File: config.mk
export PLATFORM = sky130hd
export DESIGN_NAME = psum_collector
export DESIGN_NICKNAME = d
export VERILOG_FILES = /design/src/rtl/psum_collector.sv
export SDC_FILE = /design/constraint.sdc
export NUM_CORES = 1
export LEC_CHECK = 0
export BUFFER_PORTS_ARGS = -buffer_cell sky130_fd_sc_hd__buf_2
export CORE_MARGIN = 2
export CORE_UTILIZATION = 50
export CTS_CLUSTER_SIZE = 28
export DETAILED_ROUTE_END_ITERATION = 12
export GPL_TIMING_DRIVEN = 0
export PLACE_DENSITY_LB_ADDON = 0.3
export SLEW_MARGIN = 15
export SYNTH_ARGS = -nofsm -noshare
export SYNTH_HDL_FRONTEND = slang
export SYNTH_SLANG_ARGS = --single-unit
export TNS_END_PERCENT = 30
File: constraint.sdc
create_clock -name clk_i -period 5.1 [get_ports clk_i]
set_clock_uncertainty 0.1 [all_clocks]
set_input_delay 1.02 -clock clk_i [delete_from_list [all_inputs] [get_ports clk_i]]
set_output_delay 1.02 -clock clk_i [all_outputs]
set_load 0.02 [all_outputs]
File: src/rtl/psum_collector.sv
// Purpose : de-skews the bottom-row partial-sum stream of an NxN systolic array into whole rows, with optional K-pass accumulation.
// Latency : a row is offered on row_o one cycle after its last element is written into the tile buffer.
// Backpressure: row_valid_o/row_o hold while row_ready_i is low; the full-tile buffer absorbs every column write during a stall.
module psum_collector #(
    parameter int N      = 4,
    parameter int DATA_W = 32
) (
    input  logic                       clk_i,
    input  logic                       rst_ni,
    input  logic                       start_i,
    input  logic                       first_i,
    input  logic                       last_i,
    input  logic [N-1:0][DATA_W-1:0]   psum_i,
    input  logic [N-1:0]               acc_valid_i,
    output logic [N-1:0][DATA_W-1:0]   row_o,
    output logic [$clog2(N)-1:0]       row_idx_o,
    output logic                       row_valid_o,
    input  logic                       row_ready_i,
    output logic                       busy_o,
    output logic                       done_o,
    output logic                       err_o
);

    localparam int LW = $clog2(N);
    localparam int CW = LW + 1;
    localparam logic [CW-1:0] N_C = CW'(N);

    localparam logic [1:0] S_IDLE    = 2'd0;
    localparam logic [1:0] S_COLLECT = 2'd1;
    localparam logic [1:0] S_DONE    = 2'd2;

    logic [1:0]        state_q;
    logic              first_q;
    logic              last_q;
    logic              err_q;
    logic              done_q;
    logic [CW-1:0]     out_ptr_q;
    logic [CW-1:0]     col_cnt_q [N];
    logic [DATA_W-1:0] tile_q [N][N];

    logic [N-1:0]      col_past_ptr;
    logic [N-1:0]      col_full;
    logic              row_hs;
    logic              pass_end;
    logic              collecting;
    logic              take_start;

    assign collecting = (state_q == S_COLLECT);
    assign take_start = start_i && (state_q != S_COLLECT);

    // Per-column status: has the column reached the row under the output pointer, and is it full.
    always_comb begin
        col_past_ptr = '0;
        col_full     = '0;
        for (int j = 0; j < N; j++) begin
            col_past_ptr[j] = (col_cnt_q[j] > out_ptr_q);
            col_full[j]     = (col_cnt_q[j] == N_C);
        end
    end

    assign row_valid_o = collecting && last_q && (out_ptr_q < N_C) && (&col_past_ptr);
    assign row_hs      = row_valid_o && row_ready_i;
    assign pass_end    = (&col_full) && (!last_q || (out_ptr_q == N_C));

    // Output row is read straight from the buffer; completed rows are never rewritten, so it is stable under stall.
    always_comb begin
        row_o = '0;
        for (int j = 0; j < N; j++) begin
            row_o[j] = tile_q[out_ptr_q[LW-1:0]][j];
        end
    end

    assign row_idx_o = out_ptr_q[LW-1:0];
    assign busy_o    = collecting;
    assign done_o    = done_q;
    assign err_o     = err_q;

    // Pass control: state, latched pass mode, per-column counters, output pointer, error and done pulse.
    always_ff @(posedge clk_i or negedge rst_ni) begin
        if (!rst_ni) begin
            state_q   <= S_IDLE;
            first_q   <= 1'b0;
            last_q    <= 1'b0;
            err_q     <= 1'b0;
            done_q    <= 1'b0;
            out_ptr_q <= '0;
            for (int j = 0; j < N; j++) begin
                col_cnt_q[j] <= '0;
            end
        end else begin
            done_q <= 1'b0;
            if (take_start) begin
                state_q   <= S_COLLECT;
                first_q   <= first_i;
                last_q    <= last_i;
                err_q     <= 1'b0;
                out_ptr_q <= '0;
                for (int j = 0; j < N; j++) begin
                    col_cnt_q[j] <= '0;
                end
            end else if (collecting) begin
                for (int j = 0; j < N; j++) begin
                    if (acc_valid_i[j]) begin
                        if (col_full[j]) begin
                            err_q <= 1'b1;
                        end else begin
                            col_cnt_q[j] <= col_cnt_q[j] + 1'b1;
                        end
                    end
                end
                if (row_hs) begin
                    out_ptr_q <= out_ptr_q + 1'b1;
                end
                if (pass_end) begin
                    state_q <= S_DONE;
                    done_q  <= 1'b1;
                end
            end
        end
    end

    // Tile buffer: each strobing column writes (or accumulates into) the row its counter points at.
    always_ff @(posedge clk_i or negedge rst_ni) begin
        if (!rst_ni) begin
            for (int r = 0; r < N; r++) begin
                for (int j = 0; j < N; j++) begin
                    tile_q[r][j] <= '0;
                end
            end
        end else if (collecting) begin
            for (int j = 0; j < N; j++) begin
                if (acc_valid_i[j] && !col_full[j]) begin
                    tile_q[col_cnt_q[j][LW-1:0]][j] <=
                        (first_q ? '0 : tile_q[col_cnt_q[j][LW-1:0]][j]) + psum_i[j];
                end
            end
        end
    end

endmodule

-- After elaboration in Yosys (flattened, before gate mapping)
Cells that the tools add are included.
- bitwise logic cells: 5
- order comparisons: 14
- equality and inequality tests: 11
- multiplexer cells: 67
- reductions and logical operators: 35
- $add $sub $neg: 9
- operators by type and width (operator ; count):
    two-way mux 512 bit ; 7
    bitwise mux 512 bit ; 4
    binary-select mux 128 bit (select 2 bit) ; 5
    demux 128 bit (select 2 bit) ; 4
    two-way mux 128 bit ; 5
    two-way mux 96 bit ; 3
    two-way mux 32 bit ; 7
    two-way mux 64 bit ; 3
    adder 32 bit ; 4
    two-way mux 3 bit ; 11
    two-way mux 12 bit ; 2
    adder 3 x 1 -> 3 bit, second input constant ; 5
    == test 3 bit, second input constant ; 5
    >= comparator 3 bit, second input constant ; 5
    inverter 2 -> 3 bit ; 5
    logical AND 1 bit ; 14
    nonzero test 2 bit ; 7
    two-way mux 1 bit ; 13
    greater-than comparator 3 bit ; 4
    < comparator 3 x 1 -> 1 bit, second input constant ; 4
    AND reduction 3 bit ; 4
    inequality test 2 x 1 -> 1 bit, second input constant ; 5
    AND reduction 4 bit ; 2
    two-way mux 2 bit ; 3
    5 further kinds ; 10
- bits in registers: 533
- word-level logic and storage cells: 167
- input bits: 138

-- Longest topological paths before layout
- depth after elaboration: 17
- gate-level depth with buffers: 15

-- Worst setup path after synthesis
OpenSTA, ideal clock, no wires.
- path kind: flip-flop to flip-flop
- start point: register col_cnt_q[6] (netlist bit)
- end point: register tile_q[472] (netlist bit)
- slack: 0.701 ns
- buffers on the path: 2
- data arrival time: 4.175 ns
- library setup time: 0.125 ns
- data required time: 4.875 ns
- cell stages (with the launch flop): 14
- period minus slack after synthesis: 4.399 ns
- cells stage by stage: dfrtp_1 -> clkbuf_1 -> buf_1 -> mux4_2 -> nor2b_1 -> ha_1 -> a211o_1 -> or3_1 -> o221a_1 -> o21a_2 -> a311oi_4 -> o21bai_1 -> xor2_1 -> mux2_2
- word-level cells in the longest chain between the ends: 14
- elaborated cells between the ends (all ways): 22
- classes of those cells: add/sub: 1; order compare: 2; eq/ne: 1; mux: 14; bitwise: 1; reduce/logical: 3
- ends and longest elaborated chain (item ; line ; RTL):
    from (decl) ; 38 ; logic [CW-1:0] col_cnt_q [N];
    from (signal, indexed assignment) ; 107 ; col_cnt_q[j] <= col_cnt_q[j] + 1'b1;
    inverter 2 -> 3 bit ; 134 ; (first_q ? '0 : tile_q[col_cnt_q[j][LW-1:0]][j]) + psum_i[j];
    binary-select mux 128 bit (select 2 bit) ; 134 ;
    two-way mux 96 bit (implied by the code) (2 in series) ; 134 ;
    two-way mux 32 bit ; 134 ;
    adder 32 bit ; 134 ;
    bitwise mux 512 bit ; 133 ; tile_q[col_cnt_q[j][LW-1:0]][j] <=
    two-way mux 512 bit (*) ; 132 ; if (acc_valid_i[j] && !col_full[j]) begin
    two-way mux 512 bit (*) ; 130 ; end else if (collecting) begin
    bitwise mux 512 bit ; 133 ;
    two-way mux 512 bit (*) ; 132 ;
    two-way mux 512 bit (*) ; 130 ;
    bitwise mux 512 bit ; 133 ;
    two-way mux 512 bit (*) ; 132 ;
    to (signal, indexed assignment) ; 133 ;
    to (decl) ; 39 ; logic [DATA_W-1:0] tile_q [N][N];
Every way passes the cells marked *; elsewhere a longest branch is shown, timed or not. The select of a mux whose other input is x is not followed.
A chain may end at the register's enable or synchronous reset.

-- Worst setup path after layout
- start point: register col_cnt_q[10] (netlist bit)
- end point: register tile_q[121] (netlist bit)
- word-level cells in the longest chain between the ends: 17
- elaborated cells between the ends (all ways): 25
- classes of those cells: add/sub: 1; order compare: 2; eq/ne: 1; mux: 17; bitwise: 1; reduce/logical: 3
- ends and longest elaborated chain (item ; line):
    inverter 2 -> 3 bit ; 134
    binary-select mux 128 bit (select 2 bit) ; 134
    two-way mux 128 bit (implied by the code) (2 in series) ; 134
    two-way mux 32 bit ; 134
    adder 32 bit ; 134
    bitwise mux 512 bit ; 133
    two-way mux 512 bit (*) ; 132
    two-way mux 512 bit (*) ; 130
    bitwise mux 512 bit ; 133
    two-way mux 512 bit (*) ; 132
    two-way mux 512 bit (*) ; 130
    bitwise mux 512 bit ; 133
    two-way mux 512 bit (*) ; 132
    two-way mux 512 bit (*) ; 130
    bitwise mux 512 bit ; 133
    two-way mux 512 bit (*) ; 132
Marks and branches as above.

==> results by group <==
Synthesis
  • Most used DFF post-synth: dfrtp_1
  • Synthesized area: 34100 um2
  • #FFs+latches synth: between 500 and 600
  • FFs w/ async S/R, synth: 1.00
  • Syn nets: around 3600
  • Number of enable flip-flop cells after synthesis: 0
  • Avg Inst Size Synth: a little over 10 um2
  • Post-synthesis sequential area ratio: 0.391
  • Post-Syn Instances: approximately 3300
  • Yosys cell types: between 70 and 80
  • Syn. warnings: 0

Worst setup path
  • Critical Path End Type: register
  • Critical Path Start: col_cnt_q[10]
  • Worst path required time: 5.48 ns
  • R2R Path End: tile_q[121]
  • Worst reg2reg setup slack: 0.06 ns
  • Reg2reg path depth: 14
  • CP Max Fanout: 10
  • CP Data Arrival Time: 5.43 ns
  • Crit start category: register
  • Crit path to: tile_q[121]
  • Reg-to-Reg Start: col_cnt_q[10]
  • Worst setup path class: reg -> reg

Layout
  • Final instance area: 38900 um2
  • Most frequent cells in the layout: nand2_1, dfrtp_1, buf_2, mux4_2, o21ai_0
  • Most common cell after layout, fill and taps aside: nand2_1
  • Share of cells above drive strength 1: 0.235
  • Area occupied by multi-input gates: 19800 um2
  • Sequential cell area: 13300 um2
  • Syn-to-layout area delta: 14.2%
  • Final net count: 3926
  • Filler instances: roughly 5800

Clock network
  • Hold buffers post-CTS: 0
  • Clk_lat worst skew: ~0.63 ns
  • Num CTS Buffers: 60
  • H-Tree Depth: 2
  • Cts repair resizes: 50
  • Root buf cell: clkbuf_16
  • Sink Count: 533
  • Setup Buffers After CTS: 0
  • Worst-path clk slew: 0.07 ns
  • CTS tree: built
  • Max Root-Sink Buffers: 3

Run
  • Max-cap violations: 0

Floorplan
  • Die Span Y: 265 um
  • Boundary Pins: 272
  • Die width: 265 um
  • Initial core utilization: 0.507
  • Core Area: between 60000 and 70000 um2
  • Row count: 95
  • Die area: between 70000 and 80000 um2

STA
  • Part of the cycle the worst path needs: 0.989
  • Minimum clock period: 5.04 ns
  • TNS Setup: 0 ns
  • Relative slew slack: 0.263
  • RSZ-0062 raised after global routing: yes
  • Final Setup Violations: 0
  • Worst Tran Pin Value: approximately 1.1 ns
  • Max Transition Viols Final: 0
  • Count of final hold-check violations: 0
  • Fmax: 0.198 GHz

Placement
  • DP HPWL: slightly above 70 mm
  • GP Congestion: 0.941
  • # port buffers: about 270
  • Area after DPL: roughly 37000 um2

Drt
  • DRC: 0
  • Via count: between 20000 and 30000
  • Antenna-violating nets left: 0
  • Iteration-0 DRC Markers: 2272
  • Per-cell routed wire length: approximately 22 um
  • Final wirelength: 102 mm
  • Detailed Routing Iterations Pass 1: 6
  • DR vias/cell: 6.07

GRT
  • Initial antenna violation count: 8
  • Vias in the first global route: 27700
  • Largest net degree at the start of global routing: between 100 and 150
  • GRT Total Usage: 0.288
  • GRT Residual Overflow: 0
  • First-pass GRT wire length: 157 mm

Outcome
  • Status: complete, no violations

Min path
  • Hold Path Class: in -> async
## per-stage QoR
stage          std cells  hold WS [ns]  setup slack, ns  utilization
6_report            4550         0.191           0.0577        0.578
5_1_grt             4550         0.203           -0.183        0.578
4_1_cts             4549         0.186           0.0111        0.578
3_5_place_dp        4443         0.380            -1.22        0.546
3_3_place_gp        4437         0.370            -8.69        0.543
2_1_floorplan       3293         0.356            0.701            -
## cells by family after synthesis
kind of cell / Yosys count / share of synthesized area
AND/OR/NAND/NOR: 1214 / 0.156
AO/OA/AOI/OAI: 595 / 0.110
flip-flops: 533 / 0.391
multiplexers: 440 / 0.229
buffers and inverters: 250 / 0.0289
adder cells (fa/ha/maj): 158 / 0.0589
XOR/XNOR: 103 / 0.0265
## layout make-up
class	count	share of cell area
Antenna cell	1	0.0000643
Clock buffer	92	0.0453
Clock inverter	16	0.00772
Buffer	208	0.0233
Tap cell	873	0.0281
Multi-Input combinational cell	2510	0.510
Timing Repair Buffer	277	0.0394
Inverter	40	0.00386
Sequential cell	533	0.343
## routing by layer
| layer | vias up | part of all wire | wire length [um] | track usage |
|---|---|---|---|---|
| met4 | 12 | 0.037 | 3750 | 0.114 |
| met2 | 1031 | 0.47 | 48100 | 0.465 |
| met1 | 13800 | 0.42 | 42300 | 0.385 |
| met5 | - | 0.00068 | 69 | 0 |
| met3 | 215 | 0.072 | 7330 | 0.0580 |
| li1 | 12600 | - | - | - |
## state kept, by name, summed over array words and instances (netlist names)
signal and cells:
col_cnt_q 12, done_o 1, err_o 1, first_q 1, last_q 1, out_ptr_q 3
state_q 2, tile_q 512
## cell usage after synthesis, types with 18 or more instances
cell type  instances  area (um2)
nor2_1           120         450
xor2_1            39         342
nand4_1           18         113
dfrtp_1          533       13300
buf_1             42         158
mux4_2           254        5720
ha_1             154        1930
nor2b_1          143         895
clkbuf_1         156         586
a21oi_1          111         556
a21o_1            54         405
nand3_1           53         265
nand2_1          752        2820
nor3_1            42         210
inv_1             40         150
o21ai_0          237        1190
mux2_2           169        1900
xnor2_1           64         561
o211ai_1          19         143
nand2b_1          19         119
## critical path, stage by stage (launching register included)
cell	delay [ns]
dfrtp_1	0.43
clkbuf_1	0.53
clkbuf_1	0.59
mux4_2	0.40
nor2b_1	0.14
ha_1	0.39
a21oi_1	0.29
nand2_1	0.11
a211o_1	0.32
a21oi_1	0.28
nand3_1	0.25
a31o_2	0.32
clkbuf_1	0.22
xnor2_1	0.36
o21ai_0	0.16
## worst min-delay path by stage
stage | slack (ns) | start | to | depth (start not counted)
3_5_place_dp | 0.38 | tile_q[161] | tile_q[161] | 2
6_report | 0.19 | rst_ni | tile_q[434] | 1
2_1_floorplan | 0.36 | last_q | last_q | 2
5_1_grt | 0.20 | rst_ni | tile_q[434] | 1
4_1_cts | 0.19 | rst_ni | tile_q[434] | 1
3_3_place_gp | 0.37 | tile_q[227] | tile_q[227] | 2
Power is left out: the tool's default activity adds up to more than one toggle a clock period on the data nets, which glitch-free logic cannot reach.
